### src/rtl/mem_port_arbiter.sv
// ---------------------------------------------------------------------------
// mem_port_arbiter
//
// Purpose:
//   Shares one data-memory port between the instruction-fetch requester (IF)
//   and the load/store unit (LS). Arbitration is fixed priority LS > IF, but
//   an anti-starvation counter forces an IF grant after MAX_WAIT consecutive
//   IF losses. Each winning command is registered, driven to memory for a
//   single ACCESS cycle, and its response is returned one cycle later through
//   registered RDATA/RVALID outputs.
//
//   Timing: REQ seen in IDLE at cycle t -> ACK and memory access at t+1 ->
//   RVALID/RDATA at t+2. The arbitration at t+2 overlaps the RVALID pulse,
//   so the port sustains one access every two cycles.
//
// Parameters:
//   MAX_WAIT  consecutive IF losses (1..15) before IF is forced to win
//   AW        address width
//
// Ports:
//   CLK, RESET            clock, synchronous active-high reset
//   IF_REQ/IF_ADDR        fetch request (word read, FUNC3 forced to 3'b010)
//   IF_ACK                one-cycle pulse: fetch command accepted
//   IF_RDATA/IF_RVALID    fetch response (RDATA holds between pulses)
//   LS_REQ/LS_WE/LS_FUNC3/LS_ADDR/LS_WDATA   load/store request
//   LS_ACK                one-cycle pulse: load/store command accepted
//   LS_RDATA/LS_RVALID    load/store response (RDATA is 0 for stores)
//   LS_ERR                misaligned-access flag, qualified by LS_RVALID
//   MEM_MRD/MEM_MWRT/MEM_FUNC3/MEM_ADDR/MEM_WDATA   memory command
//   MEM_RDATA             combinational memory read data
//   BUSY                  high while in the ACCESS state
//
// Build option:
//   MEMARB_MISALIGN_TRAP_EN  when defined, misaligned LS word/halfword
//   accesses are flagged at arbitration, suppressed at the memory port and
//   answered with LS_ERR=1, LS_RDATA=0. When undefined, LS_ERR is tied 0 and
//   all addresses go to memory unchanged.
// ---------------------------------------------------------------------------
module mem_port_arbiter #(
    parameter int MAX_WAIT = 4,
    parameter int AW       = 32
) (
    input  logic          CLK,
    input  logic          RESET,
    // instruction fetch requester
    input  logic          IF_REQ,
    input  logic [AW-1:0] IF_ADDR,
    output logic          IF_ACK,
    output logic [31:0]   IF_RDATA,
    output logic          IF_RVALID,
    // load/store requester
    input  logic          LS_REQ,
    input  logic          LS_WE,
    input  logic [2:0]    LS_FUNC3,
    input  logic [AW-1:0] LS_ADDR,
    input  logic [31:0]   LS_WDATA,
    output logic          LS_ACK,
    output logic [31:0]   LS_RDATA,
    output logic          LS_RVALID,
    output logic          LS_ERR,
    // memory port
    output logic          MEM_MRD,
    output logic          MEM_MWRT,
    output logic [2:0]    MEM_FUNC3,
    output logic [AW-1:0] MEM_ADDR,
    output logic [31:0]   MEM_WDATA,
    input  logic [31:0]   MEM_RDATA,
    // status
    output logic          BUSY
);

    localparam logic [3:0] MAX_WAIT_C = 4'(MAX_WAIT);
    localparam logic [2:0] FUNC3_LW   = 3'b010;

    typedef enum logic {
        IDLE   = 1'b0,
        ACCESS = 1'b1
    } state_t;

    state_t          state_reg;
    logic [3:0]      cnt_reg;
    logic [3:0]      cnt_next;

    // Command registers, loaded at arbitration and replayed during ACCESS.
    logic [AW-1:0]   cmd_addr_reg;
    logic [2:0]      cmd_func3_reg;
    logic [31:0]     cmd_wdata_reg;
    logic            cmd_we_reg;
    logic            cmd_is_ls_reg;
    logic            cmd_err_reg;

    // Registered requester-facing outputs.
    logic            if_ack_reg;
    logic            if_rvalid_reg;
    logic [31:0]     if_rdata_reg;
    logic            ls_ack_reg;
    logic            ls_rvalid_reg;
    logic [31:0]     ls_rdata_reg;
`ifdef MEMARB_MISALIGN_TRAP_EN
    logic            ls_err_reg;
`endif

    logic            any_req;
    logic            ls_win;
    logic            ls_misalign;

    // -----------------------------------------------------------------------
    // Arbitration and starvation counter
    // -----------------------------------------------------------------------
    always_comb begin
        any_req = IF_REQ | LS_REQ;
        // LS normally wins; IF takes over once it has lost MAX_WAIT times in
        // a row and is still asking.
        ls_win  = LS_REQ && !(IF_REQ && (cnt_reg == MAX_WAIT_C));

        cnt_next = cnt_reg;
        if (state_reg == IDLE) begin
            if (!IF_REQ) begin
                cnt_next = 4'd0;
            end else if (ls_win) begin
                cnt_next = (cnt_reg >= MAX_WAIT_C) ? MAX_WAIT_C : cnt_reg + 4'd1;
            end else begin
                cnt_next = 4'd0;
            end
        end
    end

    // -----------------------------------------------------------------------
    // Misalignment detection on the LS command being arbitrated
    // -----------------------------------------------------------------------
`ifdef MEMARB_MISALIGN_TRAP_EN
    always_comb begin
        ls_misalign = ((LS_FUNC3[1:0] == 2'b10) && (LS_ADDR[1:0] != 2'b00)) ||
                      ((LS_FUNC3[1:0] == 2'b01) && LS_ADDR[0]);
    end
`else
    always_comb begin
        ls_misalign = 1'b0;
    end
`endif

    // -----------------------------------------------------------------------
    // Two-state FSM with registered outputs
    // -----------------------------------------------------------------------
    always_ff @(posedge CLK) begin
        if (RESET) begin
            state_reg     <= IDLE;
            cnt_reg       <= 4'd0;
            cmd_addr_reg  <= '0;
            cmd_func3_reg <= 3'b000;
            cmd_wdata_reg <= 32'd0;
            cmd_we_reg    <= 1'b0;
            cmd_is_ls_reg <= 1'b0;
            cmd_err_reg   <= 1'b0;
            if_ack_reg    <= 1'b0;
            if_rvalid_reg <= 1'b0;
            if_rdata_reg  <= 32'd0;
            ls_ack_reg    <= 1'b0;
            ls_rvalid_reg <= 1'b0;
            ls_rdata_reg  <= 32'd0;
`ifdef MEMARB_MISALIGN_TRAP_EN
            ls_err_reg    <= 1'b0;
`endif
        end else begin
            case (state_reg)
                IDLE: begin
                    // Response pulses from the previous access end here.
                    if_rvalid_reg <= 1'b0;
                    ls_rvalid_reg <= 1'b0;
`ifdef MEMARB_MISALIGN_TRAP_EN
                    ls_err_reg    <= 1'b0;
`endif
                    cnt_reg       <= cnt_next;
                    if (any_req) begin
                        state_reg     <= ACCESS;
                        cmd_is_ls_reg <= ls_win;
                        if (ls_win) begin
                            cmd_addr_reg  <= LS_ADDR;
                            cmd_func3_reg <= LS_FUNC3;
                            cmd_wdata_reg <= LS_WDATA;
                            cmd_we_reg    <= LS_WE;
                            cmd_err_reg   <= ls_misalign;
                            ls_ack_reg    <= 1'b1;
                            if_ack_reg    <= 1'b0;
                        end else begin
                            cmd_addr_reg  <= IF_ADDR;
                            cmd_func3_reg <= FUNC3_LW;
                            cmd_wdata_reg <= 32'd0;
                            cmd_we_reg    <= 1'b0;
                            cmd_err_reg   <= 1'b0;
                            ls_ack_reg    <= 1'b0;
                            if_ack_reg    <= 1'b1;
                        end
                    end else begin
                        if_ack_reg <= 1'b0;
                        ls_ack_reg <= 1'b0;
                    end
                end

                ACCESS: begin
                    // The access always completes in one cycle; the response
                    // is captured on this closing edge.
                    state_reg  <= IDLE;
                    if_ack_reg <= 1'b0;
                    ls_ack_reg <= 1'b0;
                    if (cmd_is_ls_reg) begin
                        ls_rvalid_reg <= 1'b1;
                        if_rvalid_reg <= 1'b0;
                        // Stores and trapped accesses never return memory data.
                        ls_rdata_reg  <= (cmd_we_reg || cmd_err_reg) ? 32'd0 : MEM_RDATA;
`ifdef MEMARB_MISALIGN_TRAP_EN
                        ls_err_reg    <= cmd_err_reg;
`endif
                    end else begin
                        if_rvalid_reg <= 1'b1;
                        ls_rvalid_reg <= 1'b0;
                        if_rdata_reg  <= MEM_RDATA;
                    end
                end

                default: begin
                    state_reg <= IDLE;
                end
            endcase
        end
    end

    // -----------------------------------------------------------------------
    // Output drive
    // -----------------------------------------------------------------------
    logic busy_w;
    assign busy_w = (state_reg == ACCESS);

    // Read/write strobes are gated by RESET directly so an access interrupted
    // by reset never reaches memory, even in the cycle reset is first seen.
    assign MEM_MRD   = busy_w && !cmd_we_reg && !cmd_err_reg && !RESET;
    assign MEM_MWRT  = busy_w &&  cmd_we_reg && !cmd_err_reg && !RESET;
    assign MEM_FUNC3 = busy_w ? cmd_func3_reg : 3'b000;
    assign MEM_ADDR  = busy_w ? cmd_addr_reg  : '0;
    assign MEM_WDATA = busy_w ? cmd_wdata_reg : 32'd0;
    assign BUSY      = busy_w;

    assign IF_ACK    = if_ack_reg;
    assign IF_RVALID = if_rvalid_reg;
    assign IF_RDATA  = if_rdata_reg;
    assign LS_ACK    = ls_ack_reg;
    assign LS_RVALID = ls_rvalid_reg;
    assign LS_RDATA  = ls_rdata_reg;
`ifdef MEMARB_MISALIGN_TRAP_EN
    assign LS_ERR    = ls_err_reg;
`else
    assign LS_ERR    = 1'b0;
`endif

endmodule

### config.mk
export PLATFORM = sky130hd
export DESIGN_NAME = mem_port_arbiter
export DESIGN_NICKNAME = d
export VERILOG_FILES = /design/src/rtl/mem_port_arbiter.sv
export SDC_FILE = /design/constraint.sdc
export NUM_CORES = 1
export LEC_CHECK = 0
export CORE_UTILIZATION = 38
export CTS_CLUSTER_SIZE = 8
export DETAILED_ROUTE_END_ITERATION = 12
export HOLD_SLACK_MARGIN = 0.05
export PLACE_DENSITY_LB_ADDON = 0.25
export SYNTH_ARGS = -nofsm -noshare
export SYNTH_HDL_FRONTEND = slang
export SYNTH_SLANG_ARGS = --single-unit
### constraint.sdc
create_clock -name CLK -period 1.4 [get_ports CLK]
set_input_delay 0.21 -clock CLK [delete_from_list [all_inputs] [get_ports CLK]]
set_output_delay 0.21 -clock CLK [all_outputs]
set_load 0.005 [all_outputs]
Word level (Yosys, flattened, before mapping)
Index checks and enable logic that the tools add are counted.
- bits in registers: 142
- latch bits: 0
- bits in writable memories: 0
- memory bits (read-only): 0
- input port bits: 136
- output and inout bits: 139
- logic and storage cells: 54
- memories kept: 0
- add/sub/neg operators: 1
- $mul: 0
- div/mod/pow operators: 0
- magnitude comparators: 1
- eq/ne operators: 1
- shift operators: 0
- muxes and demuxes: 23
- bitwise logic cells: 3
- reductions and logical operators: 12
- operators by type and width (operator ; number):
    $mux W32 ; 5
    $mux W4 ; 3
    $pmux W1 S2 ; 5
    $mux W1 ; 8
    $logic_and A1 B1 Y1 ; 6
    $mux W3 ; 2
    $reduce_and A2 Y1 ; 3
    $add A4 B1 Y4 const B ; 1
    $eq A4 B3 Y1 const B ; 1
    $ge A4 B3 Y1 const B ; 1
    $logic_not A1 Y1 ; 3
    $not A1 Y1 ; 2
    $or A1 B1 Y1 ; 1

Logic depth before layout (Yosys ltp)
Gate-level depths: netlist of the first run.
- depth after elaboration: 7
- mapped depth: 6
- gate-level depth less buffers: 5

Least setup slack after synthesis of the first run
Ideal clock, no wire load.
- path type: register to register
- start point: register cnt_reg[0]
- end point: register cmd_func3_reg[0]
- setup time: 0.059 ns
- arrival: 1.425 ns
- data required time: 1.341 ns
- slack: -0.084 ns
- cell stages (with the launch flop): 7
- buffers on the path: 1
- period minus slack after synthesis: 1.484 ns
- cells stage by stage: dfxtp_1 -> inv_1 -> ha_1 -> nand4b_4 -> nor3b_4 -> buf_6 -> a22o_1
- longest elaborated chain between the ends: 5
- ends and longest elaborated chain (item ; RTL line ; RTL):
    from (decl) ; 81 ; logic [3:0] cnt_reg;
    from (signal assigned) ; 173 ; cnt_reg <= cnt_next;
    $eq A4 B3 Y1 ; 114 ; ls_win = LS_REQ && !(IF_REQ && (cnt_reg == MAX_WAIT_C));
    $logic_and A1 B1 Y1 ; 114 ;
    $logic_not A1 Y1 ; 114 ;
    $logic_and A1 B1 Y1 ; 114 ;
    $mux W3 ; 177 ; if (ls_win) begin
    to (signal assigned) ; 150 ; cmd_func3_reg <= 3'b000;
    to (signal assigned) ; 179 ; cmd_func3_reg <= LS_FUNC3;
    to (signal assigned) ; 187 ; cmd_func3_reg <= FUNC3_LW;
    to (decl) ; 86 ; logic [2:0] cmd_func3_reg;
No other way between the ends.
A chain may end at the register's enable or synchronous reset.

Worst setup path after layout of the first run
- start point: register state_reg (netlist: BUSY)
- end point: register cmd_wdata_reg[27]
- longest elaborated chain between the ends: 2
- ends and longest elaborated chain (item ; RTL line ; RTL):
    from (decl) ; 80 ; state_t state_reg;
    from (signal assigned) ; 147 ; state_reg <= IDLE;
    from (signal assigned) ; 175 ; state_reg <= ACCESS;
    from (signal assigned) ; 203 ; state_reg <= IDLE;
    $not A1 Y1 (no line) ; n/a ;
    $reduce_and A2 Y1 (no line) ; n/a ;
    to (signal assigned) ; 151 ; cmd_wdata_reg <= 32'd0;
    to (signal assigned) ; 180 ; cmd_wdata_reg <= LS_WDATA;
    to (signal assigned) ; 188 ; cmd_wdata_reg <= 32'd0;
    to (decl) ; 87 ; logic [31:0] cmd_wdata_reg;
No other way between the ends.

==> impl_metrics.env, run 1 <==
export IMPL_ctsHtreeMaxLevel=4
export IMPL_worstPathRequired_ns=1.75
export IMPL_power_leakage_nw=4.46
export IMPL_die_w_um=128
export IMPL_synth_async_reset_ratio_pct=0
export IMPL_final_number_of_setup_violating_endpoints=186
export IMPL_grt_overflow_total=0
export IMPL_worstMarginPinSlew_ns=0.768
export IMPL_fraction_of_final_layout_cells_sized_beyond_drive_strength_1_pct=27.5
export IMPL_placed_area_mm2=0.00909
export IMPL_synth_nets=778
export IMPL_clockRootBuffer="sky130_fd_sc_hd__clkbuf_16"
export IMPL_synth_ff_latch_count=142
export IMPL_core_rowCount=45
export IMPL_maxSlewViolCount=0
export IMPL_synthFlopType="sky130_fd_sc_hd__dfxtp_1"
export IMPL_core_area_mm2=0.0153
export IMPL_synth_enable_flop_cells=0
export IMPL_startpoint_of_the_tightest_hold_check_path="RESET"
export IMPL_syn2layout_area_growth_pct=73.0
export IMPL_netlist_area_before_placement_mm2=0.00601
export IMPL_clk_path_buf_depth=2
export IMPL_synth_cells=640
export IMPL_drt_pass1_iter_count=5
export IMPL_clock_buffers_created_by_tritoncts=17
export IMPL_grt_first_pass_wirelength_um=31900
export IMPL_fp_dieArea_mm2=0.0163
export IMPL_holdBufCountCts=0
export IMPL_route_detailed_vias_per_inst=5.34
export IMPL_final_setup_skew_ns=0.0102
export IMPL_die_height_um=128
export IMPL_post_route_util_pct=67.9
export IMPL_worstSetupEndpointType="register"
export IMPL_fraction_of_power_spent_switching_nets_pct=23.9
export IMPL_drc=0
export IMPL_floorplan_initialDensity_pct=39.3
export IMPL_dr_total_vias=6224
export IMPL_numPortBuffers=273
export IMPL_worstReg2RegStart="BUSY"
export IMPL_worst_endpoint_arrival_ns=2.07
export IMPL_layout_nets=1081
export IMPL_cts_reportedPaths_clkPinSlew_ns=0.06
export IMPL_design_area_mm2=0.0104
export IMPL_fin_ws_ns=-0.318
export IMPL_seq_area_frac_synth_pct=47.3
export IMPL_timing_worst_setup_path_type="register to register"
export IMPL_hold_path_class="primary input to register"
export IMPL_whs_endpoint="cmd_addr_reg[30]"
export IMPL_grt_start_max_net_pins=67
export IMPL_final_period_minus_worst_setup_slack_ns=1.72
export IMPL_timing_hold_violations_final=0
export IMPL_final_cells=1166
export IMPL_share_of_power_burned_in_the_clock_network_pct=42.8
export IMPL_finalWeightedCongestion=0.835
export IMPL_drtIter0Drc=412
export IMPL_ff2ff_path_depth=9
export IMPL_slew_limit_headroom_pct=48.8
export IMPL_net_switching_power_mw=2.68
export IMPL_rsz0062_at_grt="yes"
export IMPL_synth_avg_cell_area_um2=9.39
export IMPL_avgRoutedWirePerCell_um=19.0
export IMPL_num_io_pins=275
export IMPL_combinationalPowerShare_pct=17.8
export IMPL_p_int_mw=8.52
export IMPL_hold_path_cell_count=3
export IMPL_power_density_mw_per_mm2=1080
export IMPL_antenna_cells=0
export IMPL_worst_path_max_fanout=18
export IMPL_power_ir_vdd_worst_v=0.000824
export IMPL_place_detailed_hpwl_um=13300
export IMPL_globalRouteTotalUtil_pct=24.9
export IMPL_synth_yosys_warnings=0
export IMPL_cts_tree="done"
export IMPL_max_freq_ghz=0.582
export IMPL_setup_total_negative_slack_ns=-32.10
export IMPL_min_period_over_period_pct=123
export IMPL_dp_cells=1096
export IMPL_failed_checks="negative setup slack"
export IMPL_sequentialPowerShare_pct=39.4
export IMPL_worstSkewPairLatency_ns=0.42
export IMPL_yosysUniqueCellTypes=30
export IMPL_critical_path_startpoint_type="register"
export IMPL_first_global_vias=6076
export IMPL_critical_path_reg2reg_endpoint="cmd_wdata_reg[27]"
export IMPL_clock_sinks=142
export IMPL_routed_wirelength_um=22100
export IMPL_drt_antenna_violating_nets=0
export IMPL_run_status="finished, violations left"
export IMPL_drv_max_cap_violation_count=0
export IMPL_worst_r2r_setup_slack_ns=-0.32
export IMPL_antenna_found_initial=0
export IMPL_post_place_ws_ns=-0.404
-- critical path, stage by stage (launching register included) --
cell and delay (ns):
sky130_fd_sc_hd__dfxtp_4 0.36, sky130_fd_sc_hd__buf_12 0.13, sky130_fd_sc_hd__buf_12 0.13, sky130_fd_sc_hd__buf_16 0.13, sky130_fd_sc_hd__buf_8 0.12, sky130_fd_sc_hd__nand2b_4 0.14
sky130_fd_sc_hd__nor3b_4 0.17, sky130_fd_sc_hd__buf_6 0.15, sky130_fd_sc_hd__buf_12 0.15, sky130_fd_sc_hd__a22o_1 0.17
-- layout make-up --
class                           instances  area [um^2]
Tap cell                              211          264
Timing Repair Buffer                  352         3580
Fill cell                            1184         4910
Clock inverter                         11          165
Clock buffer                           20          457
Inverter                                2         7.51
Sequential cell                       142         2860
Multi-Input combinational cell        428         3070
-- Yosys cell counts, types with 2 or more instances --
master                     instances  share of area, %
sky130_fd_sc_hd__buf_1             3              0.19
sky130_fd_sc_hd__a22o_1           34               5.0
sky130_fd_sc_hd__and3b_1           2              0.29
sky130_fd_sc_hd__nor3_1            2              0.17
sky130_fd_sc_hd__nand2_1         101               6.3
sky130_fd_sc_hd__nand4b_1         35               5.1
sky130_fd_sc_hd__and4_1           32               4.7
sky130_fd_sc_hd__dfxtp_1         142                47
sky130_fd_sc_hd__a221o_1          32               5.3
sky130_fd_sc_hd__a21oi_1          67               5.6
sky130_fd_sc_hd__buf_2            20               1.7
sky130_fd_sc_hd__ha_1              2              0.42
sky130_fd_sc_hd__inv_1             2              0.12
sky130_fd_sc_hd__buf_4             3              0.37
sky130_fd_sc_hd__nor2b_1           2              0.21
sky130_fd_sc_hd__buf_6             7               1.3
sky130_fd_sc_hd__and2_1           68               7.1
sky130_fd_sc_hd__nor3b_1          35               4.4
sky130_fd_sc_hd__nor2_1            5              0.31
sky130_fd_sc_hd__clkbuf_1         36               2.2
-- how the worst max path moves through the flow --
| stage | start | to | slack (ns) |
|---|---|---|---|
| after detailed placement | IF_REQ | cmd_addr_reg[10] | -0.40 |
| after CTS | BUSY | MEM_WDATA[8] | -0.31 |
| final | BUSY | cmd_wdata_reg[27] | -0.32 |
| after global routing | BUSY | cmd_wdata_reg[22] | -0.37 |
| after floorplan | cnt_reg[1] | cmd_func3_reg[0] | 0.002 |
| after global placement | IF_REQ | cmd_addr_reg[10] | -0.36 |
-- layer usage --
| layer | up-vias | share of wire [%] | global-route usage, % |
|---|---|---|---|
| li1 | 2912 | - | - |
| met1 | 2987 | 41 | 29.8 |
| met2 | 276 | 49 | 41.8 |
| met3 | 49 | 6.5 | 6.09 |
| met4 | 0 | 3.1 | 12.2 |
| met5 | - | 0 | 0 |
-- logic make-up (layout without fill, tap and decap cells) --
logic type      Yosys count  in the layout  synth area share, %
compound gates          137            137                 16.6
flops                   142            142                 47.3
buf+inv                  71            385                 5.91
simple gates            287            288                 29.8
fa+ha+maj                 2              2                0.416
other cells               1              1               0.0624
-- metrics by stage --
step,hold slack [ns],power (mW)
2_1_floorplan,0.343,5.15
3_3_place_gp,0.439,6.08
3_5_place_dp,0.443,6.12
4_1_cts,0.261,11.0
5_1_grt,0.319,11.6
6_report,0.302,11.2
-- layout by cell type (no fill, tap or decap), types with 3 or more instances in the layout --
cell type,Yosys,layout
sky130_fd_sc_hd__a21oi_1,67,55
sky130_fd_sc_hd__a21oi_2,0,12
sky130_fd_sc_hd__a221o_1,32,32
sky130_fd_sc_hd__a22o_1,34,34
sky130_fd_sc_hd__and2_1,68,34
sky130_fd_sc_hd__and2_4,0,34
sky130_fd_sc_hd__and4_1,32,32
sky130_fd_sc_hd__buf_12,0,15
sky130_fd_sc_hd__buf_16,0,6
sky130_fd_sc_hd__buf_2,20,35
sky130_fd_sc_hd__buf_4,3,26
sky130_fd_sc_hd__buf_6,7,47
sky130_fd_sc_hd__buf_8,0,3
sky130_fd_sc_hd__bufinv_16,0,4
sky130_fd_sc_hd__clkbuf_16,0,24
sky130_fd_sc_hd__clkbuf_2,0,10
sky130_fd_sc_hd__clkdlybuf4s50_1,0,134
sky130_fd_sc_hd__clkinv_2,0,4
sky130_fd_sc_hd__dfxtp_1,142,133
sky130_fd_sc_hd__dfxtp_2,0,8
sky130_fd_sc_hd__dlygate4sd2_1,0,68
sky130_fd_sc_hd__nand2_1,101,93
sky130_fd_sc_hd__nand2_2,0,7
sky130_fd_sc_hd__nand4b_1,35,35
sky130_fd_sc_hd__nor2_1,5,4
sky130_fd_sc_hd__nor3b_1,35,28
sky130_fd_sc_hd__nor3b_2,0,6
-- timing repair --
item	CTS	global route
setup buffers	15	7
gates cloned	12	8
resized for setup	409	71
pin swaps	34	20
endpoints found under the setup margin	238	194
-- power by group through the flow --
stage | Sequential (mW) | Clock [mW] | Combinational, mW
final | 4.42 | 4.79 | 1.99
after global routing | 4.44 | 5.01 | 2.11
after CTS | 4.41 | 4.83 | 1.81
after detailed placement | 4.49 | 0 | 1.63
after global placement | 4.48 | 0 | 1.60
after floorplan | 4.46 | 0 | 0.682
Power figures use the tool's default switching activity.
==> inputs of run 2 (changes only) <==
Settings changed: CELL_PAD_IN_SITES_DETAIL_PLACEMENT from default to 1, CELL_PAD_IN_SITES_GLOBAL_PLACEMENT from default to 1, CORE_UTILIZATION 38 to 27.
==> impl_metrics.env, run 2 (synthesized netlist as in run 1, its figures left out) <==
export IMPL_finalHoldWorstSlack_ns=0.277
export IMPL_critical_path_buf_inv_count=4
export IMPL_cpMaxStageDelayCell="sky130_fd_sc_hd__dfxtp_4"
export IMPL_drt_antenna_violating_nets=0
export IMPL_dr_total_vias=5951
export IMPL_fin_ws_ns=-0.232
export IMPL_die_w_um=151
export IMPL_layout_nets=1072
export IMPL_combinationalPowerShare_pct=17.5
export IMPL_slew_limit_headroom_pct=64.9
export IMPL_max_freq_ghz=0.613
export IMPL_final_setup_skew_ns=0.0103
export IMPL_layout_cells_most_common_list="134 x sky130_fd_sc_hd__dfxtp_1, 134 x sky130_fd_sc_hd__clkdlybuf4s50_1, 80 x sky130_fd_sc_hd__nand2_1"
export IMPL_fp_dieArea_mm2=0.0229
export IMPL_globalRouteTotalUtil_pct=19.7
export IMPL_rsz0062_at_grt="yes"
export IMPL_p_int_mw=8.48
export IMPL_power_leakage_nw=4.46
export IMPL_place_detailed_hpwl_um=14800
export IMPL_drt_pass1_iter_count=4
export IMPL_core_area_mm2=0.0218
export IMPL_fraction_of_final_layout_cells_sized_beyond_drive_strength_1_pct=29.3
export IMPL_worstPathRequired_ns=1.19
export IMPL_power_ir_vdd_worst_v=0.000589
export IMPL_setup_total_negative_slack_ns=-23.15
export IMPL_timing_hold_violations_final=0
export IMPL_worst_path_dominant_cell_family="buffers and inverters"
export IMPL_finalPower_mw=11.3
export IMPL_worstMarginPinSlew_ns=0.525
export IMPL_worstPathCellList="buf_6 > buf_8 > buf_16 > and2_4 > buf_6"
export IMPL_antenna_cells=0
export IMPL_finalWeightedCongestion=0.727
export IMPL_crit_start="BUSY"
export IMPL_maxSlewViolCount=0
export IMPL_clk_path_buf_depth=2
export IMPL_run_status="finished, violations left"
export IMPL_worstReg2RegStart="BUSY"
export IMPL_clockRootBuffer="sky130_fd_sc_hd__clkbuf_16"
export IMPL_critical_path_startpoint_type="register"
export IMPL_sequentialPowerShare_pct=39.3
export IMPL_ff_latch_area_mm2=0.00286
export IMPL_fraction_of_power_spent_switching_nets_pct=24.7
export IMPL_critical_path_max_stage_delay_ns=0.38
export IMPL_drc=0
export IMPL_first_global_vias=6017
export IMPL_worstSetupEndpointType="primary output"
export IMPL_antenna_found_initial=0
export IMPL_route_detailed_vias_per_inst=4.85
export IMPL_hold_path_class="primary input to register"
export IMPL_clock_sinks=142
export IMPL_num_io_pins=275
export IMPL_min_period_over_period_pct=117
export IMPL_failed_checks="negative setup slack"
export IMPL_startpoint_of_the_tightest_hold_check_path="RESET"
export IMPL_net_switching_power_mw=2.78
export IMPL_drv_max_cap_violation_count=0
export IMPL_worstSkewPairLatency_ns=0.42
export IMPL_path_common_cell="sky130_fd_sc_hd__buf_6"
export IMPL_floorplan_initialDensity_pct=27.5
export IMPL_avgRoutedWirePerCell_um=18.8
export IMPL_core_rowCount=54
export IMPL_worst_endpoint_arrival_ns=1.42
export IMPL_numPortBuffers=273
export IMPL_share_of_power_burned_in_the_clock_network_pct=43.3
export IMPL_fill_cells=2416
export IMPL_routed_wirelength_um=23000
export IMPL_die_height_um=151
export IMPL_final_number_of_setup_violating_endpoints=185
export IMPL_clock_buffers_created_by_tritoncts=17
export IMPL_syn2layout_area_growth_pct=74.9
export IMPL_cts_tree="done"
export IMPL_grt_first_pass_wirelength_um=34200
export IMPL_grt_overflow_total=0
export IMPL_timing_worst_setup_path_type="register to primary output"
export IMPL_final_period_minus_worst_setup_slack_ns=1.63
export IMPL_ctsHtreeMaxLevel=4
export IMPL_worst_path_max_fanout=5
export IMPL_grt_start_max_net_pins=61
export IMPL_multi_input_comb_area_mm2=0.00312
export IMPL_cts_reportedPaths_clkPinSlew_ns=0.06
export IMPL_drtIter0Drc=149
export IMPL_power_density_mw_per_mm2=1070
==> run 2: cell count changes in the layout (fill, tap and decap cells not counted), moves of 4 or more <==
| cell | previous run | this run |
|---|---|---|
| sky130_fd_sc_hd__and2_4 | 34 | 49 |
| sky130_fd_sc_hd__buf_6 | 47 | 65 |
| sky130_fd_sc_hd__buf_2 | 35 | 22 |
| sky130_fd_sc_hd__and2_1 | 34 | 19 |
| sky130_fd_sc_hd__clkbuf_16 | 24 | 19 |
| sky130_fd_sc_hd__clkbuf_2 | 10 | 0 |
| sky130_fd_sc_hd__nand2_2 | 7 | 16 |
| sky130_fd_sc_hd__inv_6 | 0 | 4 |
| sky130_fd_sc_hd__buf_8 | 3 | 7 |
| sky130_fd_sc_hd__nand2_1 | 93 | 80 |
==> run 2: final timing paths <==
path,end,slack (ns),cells past startpoint
worst min-delay path,LS_RDATA[28],0.28,3
worst max register to register,cmd_addr_reg[8],-0.22,6
worst max-delay path,MEM_ADDR[6],-0.23,5
worst min register to register,LS_RDATA[1],0.45,2
==> run 2: final cells by class <==
cell class | instances | area share, %
clock inverter | 12 | 1.73
sequential | 142 | 27.2
timing repair buffer | 344 | 33.8
clock buffer | 19 | 4.21
multi-input combinational | 427 | 29.7
inverter | 2 | 0.0714
tap | 280 | 3.33
==> run 2: what timing repair did <==
item                                    4_1_cts  5_1_grt
hold buffers                                  0        0
pin swaps                                    41       12
gates resized for setup                     507       32
setup buffers                                20        4
endpoints found under the setup margin      250      207
gates cloned                                  7        2
==> run 2: through the flow <==
step | utilization, % | worst slack [ns] | cells | cell area [um^2]
CTS | 47.4 | -0.251 | 1223 | 10300
global placement | 42.4 | -0.379 | 1166 | 9250
floorplan | - | 0.00165 | 640 | 6020
finish | 48.2 | -0.232 | 1226 | 10500
global route | 48.2 | -0.266 | 1226 | 10500
detailed placement | 42.4 | -0.456 | 1166 | 9250
==> run 2: power groups by stage <==
| stage | registers [mW] | logic (mW) | clock network, mW |
|---|---|---|---|
| CTS | 4.42 | 1.94 | 4.99 |
| detailed placement | 4.50 | 1.70 | 0 |
| global route | 4.45 | 2.11 | 5.16 |
| floorplan | 4.46 | 0.682 | 0 |
| finish | 4.42 | 1.97 | 4.87 |
| global placement | 4.49 | 1.68 | 0 |
==> run 2: metal layers <==
metal / part of all wire, % / GRT usage (%) / up-vias
li1: - / - / 2877
met1: 46 / 25.6 / 2867
met2: 47 / 32.3 / 178
met3: 5.4 / 3.98 / 29
met4: 1.8 / 6.85 / 0
met5: 0 / 0 / -
==> run 2: tightest hold or removal path, cell delays in order <==
cell and delay, ns:
sky130_fd_sc_hd__buf_4 0.14, sky130_fd_sc_hd__buf_4 0.25, sky130_fd_sc_hd__a21oi_2 0.04
==> inputs of run 3 (changes only) <==
==> constraint.sdc (replaced) <==
create_clock -name CLK -period 1.4 [get_ports CLK]
set_input_delay 0.21 -clock CLK [delete_from_list [all_inputs] [get_ports CLK]]
set_output_delay 0.21 -clock CLK [all_outputs]
set_load 0.01 [all_outputs]
==> impl_metrics.env, run 3 (synthesized netlist as in run 1, its figures left out) <==
export IMPL_run_status="finished, violations left"
export IMPL_failed_checks="negative setup slack"
export IMPL_dr_total_vias=6245
export IMPL_antenna_cells=0
export IMPL_path_common_cell="sky130_fd_sc_hd__buf_12"
export IMPL_critical_path_max_stage_delay_ns=0.40
export IMPL_worst_endpoint_arrival_ns=2.11
export IMPL_design_area_mm2=0.0113
export IMPL_core_rowCount=54
export IMPL_final_number_of_setup_violating_endpoints=210
export IMPL_place_detailed_hpwl_um=14700
export IMPL_clk_path_buf_depth=2
export IMPL_cts_tree="done"
export IMPL_drv_max_cap_violation_count=0
export IMPL_fin_ws_ns=-0.354
export IMPL_drc=0
export IMPL_worstSetupEndpointType="register"
export IMPL_critical_path_startpoint_type="register"
export IMPL_drt_pass1_iter_count=4
export IMPL_total_number_of_cells_along_the_worst_setup_path=8
export IMPL_fp_dieArea_mm2=0.0229
export IMPL_avgRoutedWirePerCell_um=20.3
export IMPL_maxSlewViolCount=0
export IMPL_power_density_mw_per_mm2=1020
export IMPL_fraction_of_final_layout_cells_sized_beyond_drive_strength_1_pct=38.9
export IMPL_grt_start_max_net_pins=60
export IMPL_die_height_um=151
export IMPL_drt_antenna_violating_nets=0
export IMPL_clock_buffers_created_by_tritoncts=17
export IMPL_grt_use_met2_pct=35.4
export IMPL_timing_hold_violations_final=0
export IMPL_critical_path_buf_inv_count=5
export IMPL_routed_wirelength_um=25400
export IMPL_ff2ff_path_depth=8
export IMPL_hold_path_class="primary input to register"
export IMPL_power_leakage_nw=4.72
export IMPL_antenna_found_initial=0
export IMPL_cts_reportedPaths_clkPinSlew_ns=0.06
export IMPL_cpMaxStageDelayCell="sky130_fd_sc_hd__nor2b_4"
export IMPL_post_place_ws_ns=-0.420
export IMPL_worstPathRequired_ns=1.75
export IMPL_grt_use_met3_pct=4.88
export IMPL_drtIter0Drc=250
export IMPL_clockRootBuffer="sky130_fd_sc_hd__clkbuf_16"
export IMPL_grt_overflow_total=0
export IMPL_ctsHtreeMaxLevel=4
export IMPL_globalRouteTotalUtil_pct=21.5
export IMPL_numPortBuffers=273
export IMPL_final_setup_skew_ns=0.0116
export IMPL_syn2layout_area_growth_pct=88.3
export IMPL_num_io_pins=275
export IMPL_grt_first_pass_wirelength_um=36900
export IMPL_layout_cells_most_common_list="139 x sky130_fd_sc_hd__dfxtp_1, 134 x sky130_fd_sc_hd__clkdlybuf4s50_1, 84 x sky130_fd_sc_hd__buf_6"
export IMPL_die_w_um=151
export IMPL_final_period_minus_worst_setup_slack_ns=1.75
export IMPL_grt_busiest_layer="met2"
export IMPL_floorplan_initialDensity_pct=27.5
export IMPL_worstPathCellList="buf_12 > buf_8 > buf_6 > o21bai_4 > nor2b_4 > buf_16 > buf_12 > a22o_1"
export IMPL_hold_path_cell_count=3
export IMPL_timing_worst_setup_path_type="register to register"
export IMPL_core_area_mm2=0.0218
export IMPL_layout_cells_most_common="sky130_fd_sc_hd__dfxtp_1"
export IMPL_rsz0062_at_grt="yes"
export IMPL_worstSkewPairLatency_ns=0.42
export IMPL_route_detailed_vias_per_inst=4.99
export IMPL_placed_area_mm2=0.00926
export IMPL_holdBufCountCts=0
export IMPL_power_ir_vdd_worst_v=0.000661
export IMPL_worst_path_max_fanout=9
export IMPL_finalWeightedCongestion=0.786
export IMPL_layout_nets=1096
export IMPL_slew_limit_headroom_pct=42.2
export IMPL_first_global_vias=6449
export IMPL_worstMarginPinSlew_ns=0.868
export IMPL_clock_sinks=142
export IMPL_met1_usage_pct=26.8
export IMPL_max_freq_ghz=0.570
export IMPL_min_period_over_period_pct=125
export IMPL_finalHoldWorstSlack_ns=0.173
export IMPL_worst_path_dominant_cell_family="buffers and inverters"
[run 3: cell count changes in the layout (fill, tap and decap cells not counted), moves of 13 or more]
cell	previous run	this run
sky130_fd_sc_hd__nand2_1	80	51
sky130_fd_sc_hd__a21oi_1	56	29
sky130_fd_sc_hd__and2_4	49	62
sky130_fd_sc_hd__a21oi_2	11	38
sky130_fd_sc_hd__buf_2	22	5
sky130_fd_sc_hd__and2_1	19	6
sky130_fd_sc_hd__buf_6	65	84
sky130_fd_sc_hd__nand2_2	16	40
[run 3: what timing repair did]
action	4_1_cts	5_1_grt
resized for setup	521	157
pin swaps	72	26
setup buffers	34	7
endpoints found under the setup margin	240	211
cloned	16	3
hold endpoints to repair	0	0
[run 3: worst min-delay path, stage by stage]
cell	delay, ns
sky130_fd_sc_hd__buf_4	0.14
sky130_fd_sc_hd__buf_4	0.16
sky130_fd_sc_hd__a21oi_2	0.04
[run 3: per-layer routing]
| metal | share of wire (%) | up-vias |
|---|---|---|
| met2 | 49 | 175 |
| met4 | 2.9 | 0 |
| met1 | 45 | 3098 |
| met5 | 0 | - |
| met3 | 4.1 | 42 |
| li1 | - | 2930 |
[run 3: metrics by stage]
step	util (%)	total power [mW]	TNS (ns)	cells
6_report	51.9	11.6	-44.04	1251
5_1_grt	51.9	12.0	-53.95	1251
3_3_place_gp	42.4	6.24	-29.28	1171
4_1_cts	49.4	11.5	-45.81	1252
2_1_floorplan	-	5.21	-0.752	640
3_5_place_dp	42.4	6.25	-32.64	1171
[run 3: final cells by class]
| cell class | count | area (um^2) |
|---|---|---|
| Clock inverter | 13 | 164 |
| Sequential cell | 142 | 2850 |
| Multi-Input combinational cell | 427 | 3430 |
| Timing Repair Buffer | 368 | 4080 |
| Fill cell | 2348 | 10500 |
| Tap cell | 280 | 350 |
| Clock buffer | 19 | 443 |
| Inverter | 2 | 7.51 |
[run 3: path summary, 6_finish.rpt]
kind | slack [ns] | to | startpoint
max | -0.35 | cmd_wdata_reg[8] | BUSY
min reg2reg | 0.45 | LS_RDATA[1] | LS_RDATA[1]
max reg2reg | -0.35 | cmd_wdata_reg[8] | BUSY
min | 0.17 | cnt_reg[1] | RESET
[run 3: where the power goes]
group	internal, mW	leakage, nW	switching (mW)
logic	1.37	3.27	1.01
registers	4.28	1.16	0.147
clock network	2.86	0.290	1.89
total	8.51	4.72	3.05
